File: src/rtl/calc_pkg.sv
// -----------------------------------------------------------------------------
// calc_pkg
// Shared constants for the fixed-point squarer: decimal scaling, saturation
// limits, operand/result widths, FSM state encoding, iteration counts and the
// fixed start-to-done latency. Also provides to_fixed(), which builds the
// scaled operand whole*100 + frac from shifts and adds only.
// -----------------------------------------------------------------------------
package calc_pkg;

    localparam int FRAC_SCALE = 100;
    localparam int MAX_FRAC   = 99;
    localparam int MAX_INT    = 511;

    localparam int WHOLE_W    = 7;   // integer part of operand
    localparam int FRAC_W     = 7;   // hundredths (operand and result)
    localparam int OPND_W     = 14;  // whole*100 + frac, max 12799
    localparam int PROD_W     = 28;  // square of the scaled operand
    localparam int INT_W      = 9;   // integer part of result
    localparam int CNT_W      = 5;   // iteration counter

    localparam int MULT_ITERS = 14;
    localparam int DIV_ITERS  = 28;
    localparam int SQ_LATENCY = 71;

    localparam logic [2:0] ST_IDLE = 3'd0;
    localparam logic [2:0] ST_MULT = 3'd1;
    localparam logic [2:0] ST_DIV1 = 3'd2;
    localparam logic [2:0] ST_DIV2 = 3'd3;
    localparam logic [2:0] ST_DONE = 3'd4;

    // whole*100 = whole*64 + whole*32 + whole*4
    function automatic logic [OPND_W-1:0] to_fixed(input logic [WHOLE_W-1:0] whole,
                                                   input logic [FRAC_W-1:0]  frac);
        logic [OPND_W-1:0] w;
        w = {{(OPND_W-WHOLE_W){1'b0}}, whole};
        return (w << 6) + (w << 5) + (w << 2) + {{(OPND_W-FRAC_W){1'b0}}, frac};
    endfunction

endpackage

File: src/rtl/div100_seq.sv
// -----------------------------------------------------------------------------
// div100_seq
// Sequential restoring divider by the constant 100, one quotient bit per cycle,
// 28 steps per division.
//   clk, rst   : clock, synchronous active-high reset
//   load       : start a division; the first step is taken from dividend on
//                the same edge, the remaining 27 follow on their own
//   dividend   : 28-bit value to divide, sampled only while load is high
//   quotient   : 28-bit quotient, valid once 28 steps are complete
//   remainder  : 7-bit remainder (0..99), valid with quotient
// Once complete the result holds until the next load.
// -----------------------------------------------------------------------------
module div100_seq
    import calc_pkg::*;
(
    input  logic              clk,
    input  logic              rst,
    input  logic              load,
    input  logic [PROD_W-1:0] dividend,
    output logic [PROD_W-1:0] quotient,
    output logic [6:0]        remainder
);

    logic [PROD_W-1:0] r_quot;   // shifts dividend out, quotient bits in
    logic [6:0]        r_rem;
    logic [CNT_W-1:0]  r_steps;  // steps taken since load; 0 or 28 = idle

    logic [PROD_W-1:0] w_src_q;
    logic [6:0]        w_src_r;
    logic [7:0]        w_trial;
    logic              w_fits;
    logic              w_run;

    assign w_run = load || ((r_steps != '0) && (r_steps != CNT_W'(DIV_ITERS)));

    always_comb begin
        w_src_q = load ? dividend : r_quot;
        w_src_r = load ? 7'd0 : r_rem;
        // Partial remainder is < 100, so 2*rem+1 < 200 fits in 8 bits.
        w_trial = {w_src_r, w_src_q[PROD_W-1]};
        w_fits  = (w_trial >= 8'(FRAC_SCALE));
    end

    // NOTE: sequential state uses <= so every register samples the values from
    // before the edge; blocking = here would let later lines see updated state.
    always_ff @(posedge clk) begin
        if (rst) begin
            r_quot  <= '0;
            r_rem   <= '0;
            r_steps <= '0;
        end else if (w_run) begin
            r_quot  <= {w_src_q[PROD_W-2:0], w_fits};
            r_rem   <= w_fits ? 7'(w_trial - 8'(FRAC_SCALE)) : w_trial[6:0];
            r_steps <= load ? CNT_W'(1) : r_steps + CNT_W'(1);
        end
    end

    assign quotient  = r_quot;
    assign remainder = r_rem;

endmodule

File: src/rtl/fixed_squarer.sv
// -----------------------------------------------------------------------------
// fixed_squarer
// Squares a decimal fixed-point operand whole.frac (frac in hundredths) and
// returns the truncated square as integer part plus hundredths, saturating at
// 511.99. Fixed latency: done is high in the 71st cycle after start is
// accepted (1st cycle for an operand with frac > 99).
//   clk, rst      : clock, synchronous active-high reset
//   start         : request, sampled only in IDLE
//   whole_in      : integer part of operand, 0..127
//   fracture_in   : hundredths of operand, 0..99 legal
//   busy          : high in MULT, DIV1, DIV2
//   done          : one-cycle pulse in DONE, results valid
//   number_out    : integer part of the square (saturated to 511)
//   fracture_out  : hundredths of the square (99 when saturated)
//   overflow      : integer part of the square exceeded 511
//   invalid       : fracture_in exceeded 99
// Datapath: x = whole*100+frac, p = x*x by 14 shift-add steps, then p/100 and
// (p/100)/100 through one shared divider, giving floor(p/10000) and
// floor(p/100) mod 100.
// -----------------------------------------------------------------------------
module fixed_squarer
    import calc_pkg::*;
(
    input  logic               clk,
    input  logic               rst,
    input  logic               start,
    input  logic [WHOLE_W-1:0] whole_in,
    input  logic [FRAC_W-1:0]  fracture_in,
    output logic               busy,
    output logic               done,
    output logic [INT_W-1:0]   number_out,
    output logic [FRAC_W-1:0]  fracture_out,
    output logic               overflow,
    output logic               invalid
);

    logic [2:0]        r_state;
    logic [CNT_W-1:0]  r_cnt;      // cycles spent in the current state
    logic [PROD_W-1:0] r_mcand;    // multiplicand, shifted left each step
    logic [OPND_W-1:0] r_mplier;   // multiplier, shifted right each step
    logic [PROD_W-1:0] r_prod;     // running product
    logic [INT_W-1:0]  r_number;
    logic [FRAC_W-1:0] r_frac;
    logic              r_ovf;
    logic              r_inv;

    logic [2:0]        w_state_nxt;
    logic [OPND_W-1:0] w_x;
    logic              w_frac_bad;
    logic              w_accept;
    logic              w_mult_last;
    logic              w_div_last;
    logic              w_div_load;
    logic [PROD_W-1:0] w_div_dividend;
    logic [PROD_W-1:0] w_quot;
    logic [6:0]        w_rem;

    assign w_x         = to_fixed(whole_in, fracture_in);
    assign w_frac_bad  = (fracture_in > FRAC_W'(MAX_FRAC));
    assign w_accept    = (r_state == ST_IDLE) && start;
    assign w_mult_last = (r_cnt == CNT_W'(MULT_ITERS - 1));
    assign w_div_last  = (r_cnt == CNT_W'(DIV_ITERS - 1));

    // Each phase takes its first step on the edge that enters it, fed by the
    // previous phase's finished register: the accept edge takes multiply step
    // one from the input operand, and the divider is loaded in the last cycle
    // of MULT and of DIV1. The 70 dependent steps therefore complete one edge
    // before DONE, and the results are registered as DONE is entered.
    assign w_div_load     = ((r_state == ST_MULT) && w_mult_last) ||
                            ((r_state == ST_DIV1) && w_div_last);
    assign w_div_dividend = (r_state == ST_MULT) ? r_prod : w_quot;

    div100_seq u_div (
        .clk       (clk),
        .rst       (rst),
        .load      (w_div_load),
        .dividend  (w_div_dividend),
        .quotient  (w_quot),
        .remainder (w_rem)
    );

    // NOTE: the default assignment first gives w_state_nxt a value on every
    // path, so this stays combinational instead of inferring a latch.
    always_comb begin
        w_state_nxt = r_state;
        case (r_state)
            ST_IDLE: if (start)       w_state_nxt = w_frac_bad ? ST_DONE : ST_MULT;
            ST_MULT: if (w_mult_last) w_state_nxt = ST_DIV1;
            ST_DIV1: if (w_div_last)  w_state_nxt = ST_DIV2;
            ST_DIV2: if (w_div_last)  w_state_nxt = ST_DONE;
            ST_DONE:                  w_state_nxt = ST_IDLE;
            default:                  w_state_nxt = ST_IDLE;
        endcase
    end

    always_ff @(posedge clk) begin
        if (rst) begin
            r_state  <= ST_IDLE;
            r_cnt    <= '0;
            r_mcand  <= '0;
            r_mplier <= '0;
            r_prod   <= '0;
            r_number <= '0;
            r_frac   <= '0;
            r_ovf    <= 1'b0;
            r_inv    <= 1'b0;
        end else begin
            r_state <= w_state_nxt;

            if (w_state_nxt != r_state) begin
                r_cnt <= '0;
            end else if (busy) begin
                r_cnt <= r_cnt + CNT_W'(1);
            end

            // Multiply: step one on accept, steps two..fourteen in MULT.
            if (w_accept && !w_frac_bad) begin
                r_mplier <= w_x >> 1;
                r_mcand  <= {{(PROD_W-OPND_W-1){1'b0}}, w_x, 1'b0};
                r_prod   <= w_x[0] ? {{(PROD_W-OPND_W){1'b0}}, w_x} : '0;
            end else if ((r_state == ST_MULT) && !w_mult_last) begin
                if (r_mplier[0]) begin
                    r_prod <= r_prod + r_mcand;
                end
                r_mcand  <= r_mcand << 1;
                r_mplier <= r_mplier >> 1;
            end

            // Results change only on the edge entering DONE.
            if (w_accept && w_frac_bad) begin
                r_number <= '0;
                r_frac   <= '0;
                r_ovf    <= 1'b0;
                r_inv    <= 1'b1;
            end else if ((r_state == ST_DIV2) && w_div_last) begin
                if (w_quot > PROD_W'(MAX_INT)) begin
                    r_number <= INT_W'(MAX_INT);
                    r_frac   <= FRAC_W'(MAX_FRAC);
                    r_ovf    <= 1'b1;
                end else begin
                    r_number <= w_quot[INT_W-1:0];
                    r_frac   <= w_rem;
                    r_ovf    <= 1'b0;
                end
                r_inv <= 1'b0;
            end
        end
    end

    assign busy         = (r_state == ST_MULT) || (r_state == ST_DIV1) ||
                          (r_state == ST_DIV2);
    assign done         = (r_state == ST_DONE);
    assign number_out   = r_number;
    assign fracture_out = r_frac;
    assign overflow     = r_ovf;
    assign invalid      = r_inv;

endmodule

File: config.mk
export PLATFORM = sky130hd
export DESIGN_NAME = fixed_squarer
export DESIGN_NICKNAME = d
export VERILOG_FILES = /design/src/rtl/calc_pkg.sv /design/src/rtl/div100_seq.sv /design/src/rtl/fixed_squarer.sv
export SDC_FILE = /design/constraint.sdc
export NUM_CORES = 1
export LEC_CHECK = 0
export CORE_ASPECT_RATIO = 1.1
export CORE_MARGIN = 8
export CORE_UTILIZATION = 50
export DETAILED_ROUTE_END_ITERATION = 10
export PLACE_DENSITY = 0.68
export SLEW_MARGIN = 20
export SYNTH_ARGS = -nofsm -noshare
export SYNTH_HDL_FRONTEND = slang
export SYNTH_SLANG_ARGS = --single-unit
File: constraint.sdc
create_clock -name clk -period 4.4 [get_ports clk]
set_input_delay 0.88 -clock clk [delete_from_list [all_inputs] [get_ports clk]]
set_output_delay 0.88 -clock clk [all_outputs]
set_load 0.005 [all_outputs]
==> Word level (Yosys, flattened, before mapping) <==
Cells that the tools add are included.
{ "classes": {"n_addsub": 7, "multipliers": 0, "div_mod_pow": 0, "order_cmp": 3, "n_eq_ne": 8, "shift": 0, "muxes": 24, "n_bitwise": 0, "n_reduce_logical": 23} }
{ "op_table": {"columns": ["operator", "count"], "rows": [
  ["$mux W28", 5],
  ["$mux W15", 2],
  ["$add A28 B28 Y28", 1],
  ["$gt A28 B9 Y1 const B", 1],
  ["$mux W13", 2],
  ["$mux W7", 3],
  ["$mux W3", 5],
  ["$add A13 B12 Y14", 1],
  ["$add A14 B7 Y14", 1],
  ["$add A14 B9 Y14", 1],
  ["$mux W14", 1],
  ["$pmux W3 S4", 1],
  ["$add A5 B1 Y5 const B", 2],
  ["$mux W9", 1],
  ["$ge A8 B7 Y1 const B", 1],
  ["$logic_and A1 B1 Y1", 8],
  ["$gt A7 B7 Y1 const B", 1],
  ["$sub A7 B7 Y7 const B", 1],
  ["$eq A3 B2 Y1 const B", 2],
  ["$reduce_bool A2 Y1", 3],
  ["$reduce_or A2 Y1", 3],
  ["$eq A5 B4 Y1 const B", 1],
  ["$eq A5 B5 Y1 const B", 1],
  ["$mux W5", 1],
  ["other kinds (10)", 16]
]} }
{ "word_totals": {"register_bits": 134, "latch_bits": 0, "ramBits": 0, "romBits": 0, "in_bits": 17, "output_inout_bits": 20, "elab_cells": 78, "memories": 0} }

==> Depth between registers and ports, before layout <==
Gate-level depths: netlist of the first run.
{ "depth": {"ltp_word": 6, "depth_mapped": 13, "mapped_depth_nobuf": 13} }

==> Hierarchy <==
A second synthesis of the first run with hierarchy kept.
{ "unflattened": {"hier_cells": 952, "hier_area_um2": 7922.6} }
{ "modules_own_cells": {"columns": ["mod", "n_inst", "cells_each", "area_each_um2", "seq_area_each_um2"], "rows": [
  ["fixed_squarer", 1, 718, 5941.9, 1881.8],
  ["div100_seq", 1, 234, 1980.6, 800.8]
]} }

==> Least setup slack after synthesis of the first run <==
Ideal clock, no wire load.
{ "synth_timing": {"path_kind": "input to register", "start": "in whole_in[0]", "end": "reg r_prod[11]", "setup_time_ps": 91, "t_arrival_ps": 3566, "t_required_ps": 4309, "setup_slack_ps": 743, "stages": 12, "path_buffers": 0, "path_cell_list": "inv_1 fa_1 inv_1 fa_1 ha_1 o21ai_0 nor2_1 or4_1 a31oi_1 xnor2_1 nand2_1 a311oi_1"} }
{ "synth_via": {"elab_chain_len": 5} }
{ "synth_rtl": {"columns": ["item", "line", "source"], "rows": [
  ["start, declared", "fixed_squarer.sv:27", "input logic [WHOLE_W-1:0] whole_in,"],
  ["$add A13 B12 Y14", "calc_pkg.sv:36", "return (w << 6) + (w << 5) + (w << 2) + {{(OPND_W-FRAC_W){1'b0}}, frac};"],
  ["$add A14 B9 Y14 (*)", "calc_pkg.sv:36", null],
  ["$add A14 B7 Y14 (*)", "calc_pkg.sv:36", null],
  ["$mux W14 (*)", "fixed_squarer.sv:120", "r_prod <= w_x[0] ? {{(PROD_W-OPND_W){1'b0}}, w_x} : '0;"],
  ["$mux W28 (*)", "fixed_squarer.sv:117", "if (w_accept && !w_frac_bad) begin"],
  ["end signal, assigned", "fixed_squarer.sv:120", null],
  ["end signal, assigned", "fixed_squarer.sv:123", "r_prod <= r_prod + r_mcand;"],
  ["end, declared", "fixed_squarer.sv:41", "logic [PROD_W-1:0] r_prod;"]
]} }
Every way passes the cells marked *; elsewhere a longest branch is shown, timed or not.
A chain may end at the register's enable or synchronous reset.

==> Worst setup path in the final report of the first run <==
Ends and elaborated chain as after synthesis.

==> impl_metrics.env, run 1 <==
export IMPL_run_status="complete, no violations"
export IMPL_drc_errors=0
export IMPL_die_w_um=135
export IMPL_die_area_mm2=0.0199
export IMPL_dpl_cell_area_mm2=0.00831
export IMPL_path_max_fanout=4
export IMPL_core_area_mm2=0.0155
export IMPL_io_buffers=36
export IMPL_synth_seq_cells=134
export IMPL_hold_class="reg -> reg"
export IMPL_critPathRequiredTime_ns=4.74
export IMPL_wl_mm=19.1
export IMPL_whs_ns=0.456
export IMPL_maxCapViolations=0
export IMPL_ys_warn_count=0
export IMPL_clockBufferDepth=2
export IMPL_cts_buffers=17
export IMPL_setup_violations=0
export IMPL_dp_hpwl_mm=13.9
export IMPL_cts_sinks=134
export IMPL_grt_pass1_wl_mm=32.8
export IMPL_rsz0062_at_grt="no"
export IMPL_utilization_pct=57.2
export IMPL_initial_utilization_pct=50.6
export IMPL_grt_max_degree=66
export IMPL_intPower_mw=2.37
export IMPL_synth_nets=1072
export IMPL_gp_congestion=0.902
export IMPL_antenna_found_initial=0
export IMPL_rows=48
export IMPL_post_drt_wl_per_cell_um=15.8
export IMPL_comb_power_share_pct=19.6
export IMPL_ir_worst_vdd_mv=0.270
export IMPL_fill_cells=1454
export IMPL_fin_nets=1080
export IMPL_area_growth_synth_to_final_pct=13.1
export IMPL_drtIter0Drc=566
export IMPL_synthArstFlopShare_pct=0
export IMPL_arrival_ns=4.23
export IMPL_finalSetupTns_ns=0
export IMPL_p_leak_nw=3.28
export IMPL_syn_avg_cell_area_um2=7.90
export IMPL_postLayoutCellArea_mm2=0.00886
export IMPL_dpl_cell_count=1181
export IMPL_root_buffer="clkbuf_16"
export IMPL_clk_pin_slew_ns=0.06
export IMPL_drive_above_1_share_pct=5.83
export IMPL_synth_flop_cell="dfxtp_1"
export IMPL_reg2reg_slack_ns=1.61
export IMPL_end_kind="register"
export IMPL_mappedNetlistArea_mm2=0.00783
export IMPL_totalPowerFinal_mw=3.44
export IMPL_slew_violations=0
export IMPL_post_place_ws_ns=0.101
export IMPL_finalHoldViolations=0
export IMPL_worstMarginPinSlew_ns=1.03
export IMPL_num_vias=7084
export IMPL_setup_slack_ns=0.515
export IMPL_power_frac_seq_pct=40.9
export IMPL_finalNonFillerCells=1212
export IMPL_n_antenna_cell=0
export IMPL_power_density_mw_per_mm2=388
export IMPL_io_pins=37
export IMPL_finalCritPeriodShare_pct=88.3
export IMPL_grtUsageTotal_pct=19.8
export IMPL_via_per_inst=5.84
export IMPL_ant_nets=0
export IMPL_holdBufCountCts=0
export IMPL_worstSetupPathType="in -> reg"
export IMPL_p_sw_mw=1.07
export IMPL_synth_edff_count=0
export IMPL_fin_crit_ns=3.89
export IMPL_die_h_um=147
export IMPL_startpoint_type="primary input"
export IMPL_postCtsSetupBuffers=0
export IMPL_synth_distinct_cells=71
export IMPL_pwr_share_clk_pct=39.5
export IMPL_fmax_mhz=257
export IMPL_grt_overflow=0
export IMPL_clock_skew_ns=0.00928
export IMPL_synthCells=992
export IMPL_drt_pre_antenna_iters=6
export IMPL_clk_latency_ns=0.43
export IMPL_first_global_vias=6579
export IMPL_slew_limit_headroom_pct=31.1
export IMPL_tritoncts="yes"
export IMPL_cts_resized=0
export IMPL_swShare_pct=31.1
export IMPL_yosysSeqAreaShare_pct=34.2
export IMPL_htreeDepth=4
==> synth_stat cells (all sizes together), types with 3 or more instances <==
master	n	share of area [%]
mux2i	6	0.77
a211o	3	0.34
buf	14	0.94
xor2	13	1.5
a21o	7	0.67
a31oi	32	2.6
nor2b	7	0.56
xnor2	19	2.1
o21ai	31	2.0
o31ai	4	0.38
and2	5	0.40
o22ai	3	0.24
a221oi	4	0.45
a211oi	13	1.3
o21a	8	0.77
fa	7	1.8
ha	56	8.9
or3	6	0.54
nand2b	10	0.89
clkbuf	46	2.2
nand4	10	0.80
dfxtp	134	34
inv	37	1.8
a311oi	33	3.7
nor2	96	4.6
nor4	5	0.40
nor3	15	1.0
o211ai	6	0.57
a22oi	11	1.1
nand3b	5	0.48
nand3	49	3.1
a21oi	75	4.8
and3	7	0.56
a41oi	4	0.45
nand2	169	8.1
and4	3	0.34
==> registers in the layout, indices dropped and copies added (netlist names) <==
register and count:
u_div.r_steps 5, r_mplier 13, r_cnt 5, invalid 1
overflow 1, number_out 9, u_div.remainder 7, r_mcand 27
r_prod 28, r_state 3, u_div.quotient 28, fracture_out 7
==> critical path, cell delays in order <==
cell and delay (ns):
clkdlybuf4s50_1 0.48, inv_1 0.09, fa_1 0.53, inv_1 0.05, fa_1 0.45, ha_1 0.25, a211oi_1 0.24, nor2_1 0.10
or4_1 0.41, a31oi_1 0.21, xnor2_1 0.19, nand2_1 0.08, a311oi_1 0.26
==> cell usage in the layout (no fill, tap or decap), drive strengths merged, types with 4 or more instances in the layout <==
master / instances
a41oi: 4
mux2i: 6
nor3: 15
o21a: 8
ha: 56
a21o: 7
inv: 42
a211oi: 13
or3: 6
clkinv: 5
a221oi: 4
nand4: 10
xor2: 13
nand3b: 5
nand2b: 10
o211ai: 6
buf: 14
a21oi: 75
a311oi: 33
a31oi: 32
nand2: 169
fa: 7
clkbuf: 18
clkdlybuf4s50: 35
o31ai: 4
a22oi: 11
nor2: 96
nor4: 5
and3: 7
dfxtp: 134
nand3: 49
o21ai: 31
and2: 5
nor2b: 7
xnor2: 19
==> power by group through the flow <==
stage / clock network, mW / registers [mW] / logic (mW)
after global routing: 1.44 / 1.42 / 0.768
after CTS: 1.38 / 1.41 / 0.674
after global placement: 0 / 1.43 / 0.661
after detailed placement: 0 / 1.43 / 0.669
final: 1.36 / 1.41 / 0.674
after floorplan: 0 / 1.40 / 0.522
==> final timing paths <==
check / start / endpoint / cells after the start
hold reg to reg: fracture_out[4] / fracture_out[4] / 2
setup reg to reg: r_mcand[1] / r_prod[25] / 10
setup / recovery: whole_in[0] / r_prod[11] / 13
hold / removal: fracture_out[4] / fracture_out[4] / 2
==> layout make-up <==
cell class	instances	area, µm²	area share, %
multi-input cells	761	4780	54.0
flip-flops and latches	134	2680	30.3
repair buffers	49	453	5.11
clock buffers	18	429	4.84
well taps	200	250	2.82
inverters	37	139	1.57
clock inverters	13	124	1.40
==> layer usage <==
metal | GRT usage (%) | up-vias | share of wire [%]
li1 | - | 3604 | -
met1 | 27.1 | 3289 | 48
met5 | 0 | - | 0
met2 | 30.3 | 164 | 45
met3 | 4.17 | 27 | 4.9
met4 | 6.67 | 0 | 1.6
==> cells by family (layout without fill, tap and decap cells) <==
kind of cell | after synthesis | after routing | synth area share (%)
xor+xnor | 32 | 32 | 3.58
fa+ha+maj | 63 | 63 | 10.7
buf+inv | 97 | 117 | 4.92
mux | 6 | 6 | 0.767
flops | 134 | 134 | 34.2
compound gates | 263 | 263 | 22.8
simple gates | 397 | 397 | 23.0
Power figures use the tool's default switching activity.
==> inputs of run 2 (changes only) <==
--- a/config.mk
+++ b/config.mk
@@ -9,6 +9,7 @@
 export CORE_MARGIN = 8
 export CORE_UTILIZATION = 50
 export DETAILED_ROUTE_END_ITERATION = 10
+export MAX_ROUTING_LAYER = met4
 export PLACE_DENSITY = 0.68
 export SLEW_MARGIN = 20
 export SYNTH_ARGS = -nofsm -noshare
==> impl_metrics.env, run 2 (synthesis gave the netlist of run 1 again) <==
export IMPL_final_common_cell="nand2_1"
export IMPL_critPathRequiredTime_ns=4.74
export IMPL_startpoint_type="primary input"
export IMPL_run_status="complete, no violations"
export IMPL_slew_limit_headroom_pct=31.1
export IMPL_dp_hpwl_mm=14.1
export IMPL_io_buffers=36
export IMPL_clock_skew_ns=0.00801
export IMPL_arrival_ns=4.24
export IMPL_postCtsSetupBuffers=0
export IMPL_gp_congestion=0.908
export IMPL_fmax_mhz=256
export IMPL_grt_pass1_wl_mm=32.6
export IMPL_grt_overflow=0
export IMPL_drtIter0Drc=664
export IMPL_root_buffer="clkbuf_16"
export IMPL_clk_latency_ns=0.43
export IMPL_drive_above_1_share_pct=6.20
export IMPL_reg2reg_slack_ns=1.47
export IMPL_drt_pre_antenna_iters=5
export IMPL_wl_mm=19.3
export IMPL_clk_pin_slew_ns=0.06
export IMPL_grtUsageTotal_pct=20.2
export IMPL_initial_utilization_pct=50.6
export IMPL_worstSetupPathType="in -> reg"
export IMPL_r2r_end="r_prod[25]"
export IMPL_setup_violations=0
export IMPL_maxCapViolations=0
export IMPL_path_max_fanout=4
export IMPL_fin_crit_ns=3.90
export IMPL_rows=48
export IMPL_reg2reg_depth=10
export IMPL_antenna_found_initial=0
export IMPL_via_per_inst=5.87
export IMPL_finalHoldViolations=0
export IMPL_tritoncts="yes"
export IMPL_area_growth_synth_to_final_pct=13.9
export IMPL_min_from="overflow"
export IMPL_die_w_um=135
export IMPL_min_to="overflow"
export IMPL_fill_cells=1456
export IMPL_slew_violations=0
export IMPL_hold_class="reg -> reg"
export IMPL_r2r_start="r_mcand[1]"
export IMPL_fin_nets=1083
export IMPL_holdBufCountCts=0
export IMPL_worstMarginPinSlew_ns=1.03
export IMPL_grt_max_degree=58
export IMPL_n_antenna_cell=0
export IMPL_first_global_vias=6661
export IMPL_cts_sinks=134
export IMPL_rsz0062_at_grt="no"
export IMPL_cts_buffers=17
export IMPL_clockBufferDepth=2
export IMPL_io_pins=37
export IMPL_finalCritPeriodShare_pct=88.7
export IMPL_core_area_mm2=0.0155
export IMPL_p_leak_nw=3.31
export IMPL_final_cell_mix="nand2_1 (169), dfxtp_1 (134), nor2_1 (95)"
export IMPL_utilization_pct=57.6
export IMPL_holdPathStages=2
export IMPL_die_h_um=147
export IMPL_end_kind="register"
export IMPL_power_density_mw_per_mm2=395
export IMPL_ir_worst_vdd_mv=0.259
export IMPL_htreeDepth=4
export IMPL_drc_errors=0
export IMPL_post_drt_wl_per_cell_um=15.9
export IMPL_ant_nets=0
export IMPL_finalSetupTns_ns=0
export IMPL_cts_resized=0
export IMPL_die_area_mm2=0.0199
export IMPL_num_vias=7138
[run 2: cell types whose count changed in the layout (fill, tap and decap cells not counted), sizes merged]
cell | before | now
buf | 14 | 17
bufinv | 1 | 2
clkbuf | 18 | 20
clkinv | 5 | 2
clkinvlp | 2 | 3
[run 2: worst max path at each step]
stage	slack [ns]	endpoint	depth (start not counted)	start
2_1_floorplan	0.74	r_prod[11]	12	whole_in[0]
3_3_place_gp	0.11	r_prod[11]	13	whole_in[0]
3_5_place_dp	0.06	r_prod[11]	13	whole_in[0]
4_1_cts	0.49	r_prod[11]	13	whole_in[0]
5_1_grt	0.21	r_prod[11]	13	whole_in[0]
6_report	0.50	r_prod[11]	13	whole_in[0]
[run 2: metal layers]
| metal | wire length (µm) | up-vias | GRT usage (%) |
|---|---|---|---|
| li1 | - | 3602 | - |
| met1 | 9160 | 3351 | 26.0 |
| met2 | 9010 | 160 | 31.6 |
| met3 | 894 | 25 | 3.83 |
| met4 | 261 | 0 | 5.45 |
| met5 | 0 | - | - |
[run 2: critical path, cell delays in order]
cell and delay [ns]:
clkdlybuf4s50_1 0.48, inv_1 0.09, fa_1 0.54, inv_1 0.05
fa_1 0.45, ha_1 0.25, a211oi_1 0.23, nor2_1 0.09
or4_1 0.41, a31oi_1 0.22, xnor2_1 0.18, nand2_1 0.09
a311oi_1 0.28
[run 2: layout make-up]
type	instances	area, µm²	share of cell area [%]
multi-input cells	761	4780	53.6
flip-flops and latches	134	2680	30.1
repair buffers	52	475	5.33
clock buffers	20	457	5.12
well taps	200	250	2.80
clock inverters	12	140	1.57
inverters	37	139	1.56
[run 2: through the flow]
stage | std cells | area, µm² | hold WS [ns] | setup WS (ns) | total power [mW]
floorplan | 992 | 7830 | 0.447 | 0.743 | 1.92
global placement | 1184 | 8330 | 0.444 | 0.113 | 2.10
detailed placement | 1184 | 8330 | 0.452 | 0.0644 | 2.10
CTS | 1216 | 8920 | 0.460 | 0.489 | 3.54
global route | 1216 | 8920 | 0.484 | 0.210 | 3.70
finish | 1216 | 8920 | 0.456 | 0.497 | 3.53
[run 2: power breakdown]
group / internal (mW) / total (mW) / switching, mW / leakage [nW]
registers: 1.32 / 1.41 / 0.0938 / 1.09
logic: 0.277 / 0.677 / 0.400 / 1.94
clock network: 0.873 / 1.44 / 0.567 / 0.284
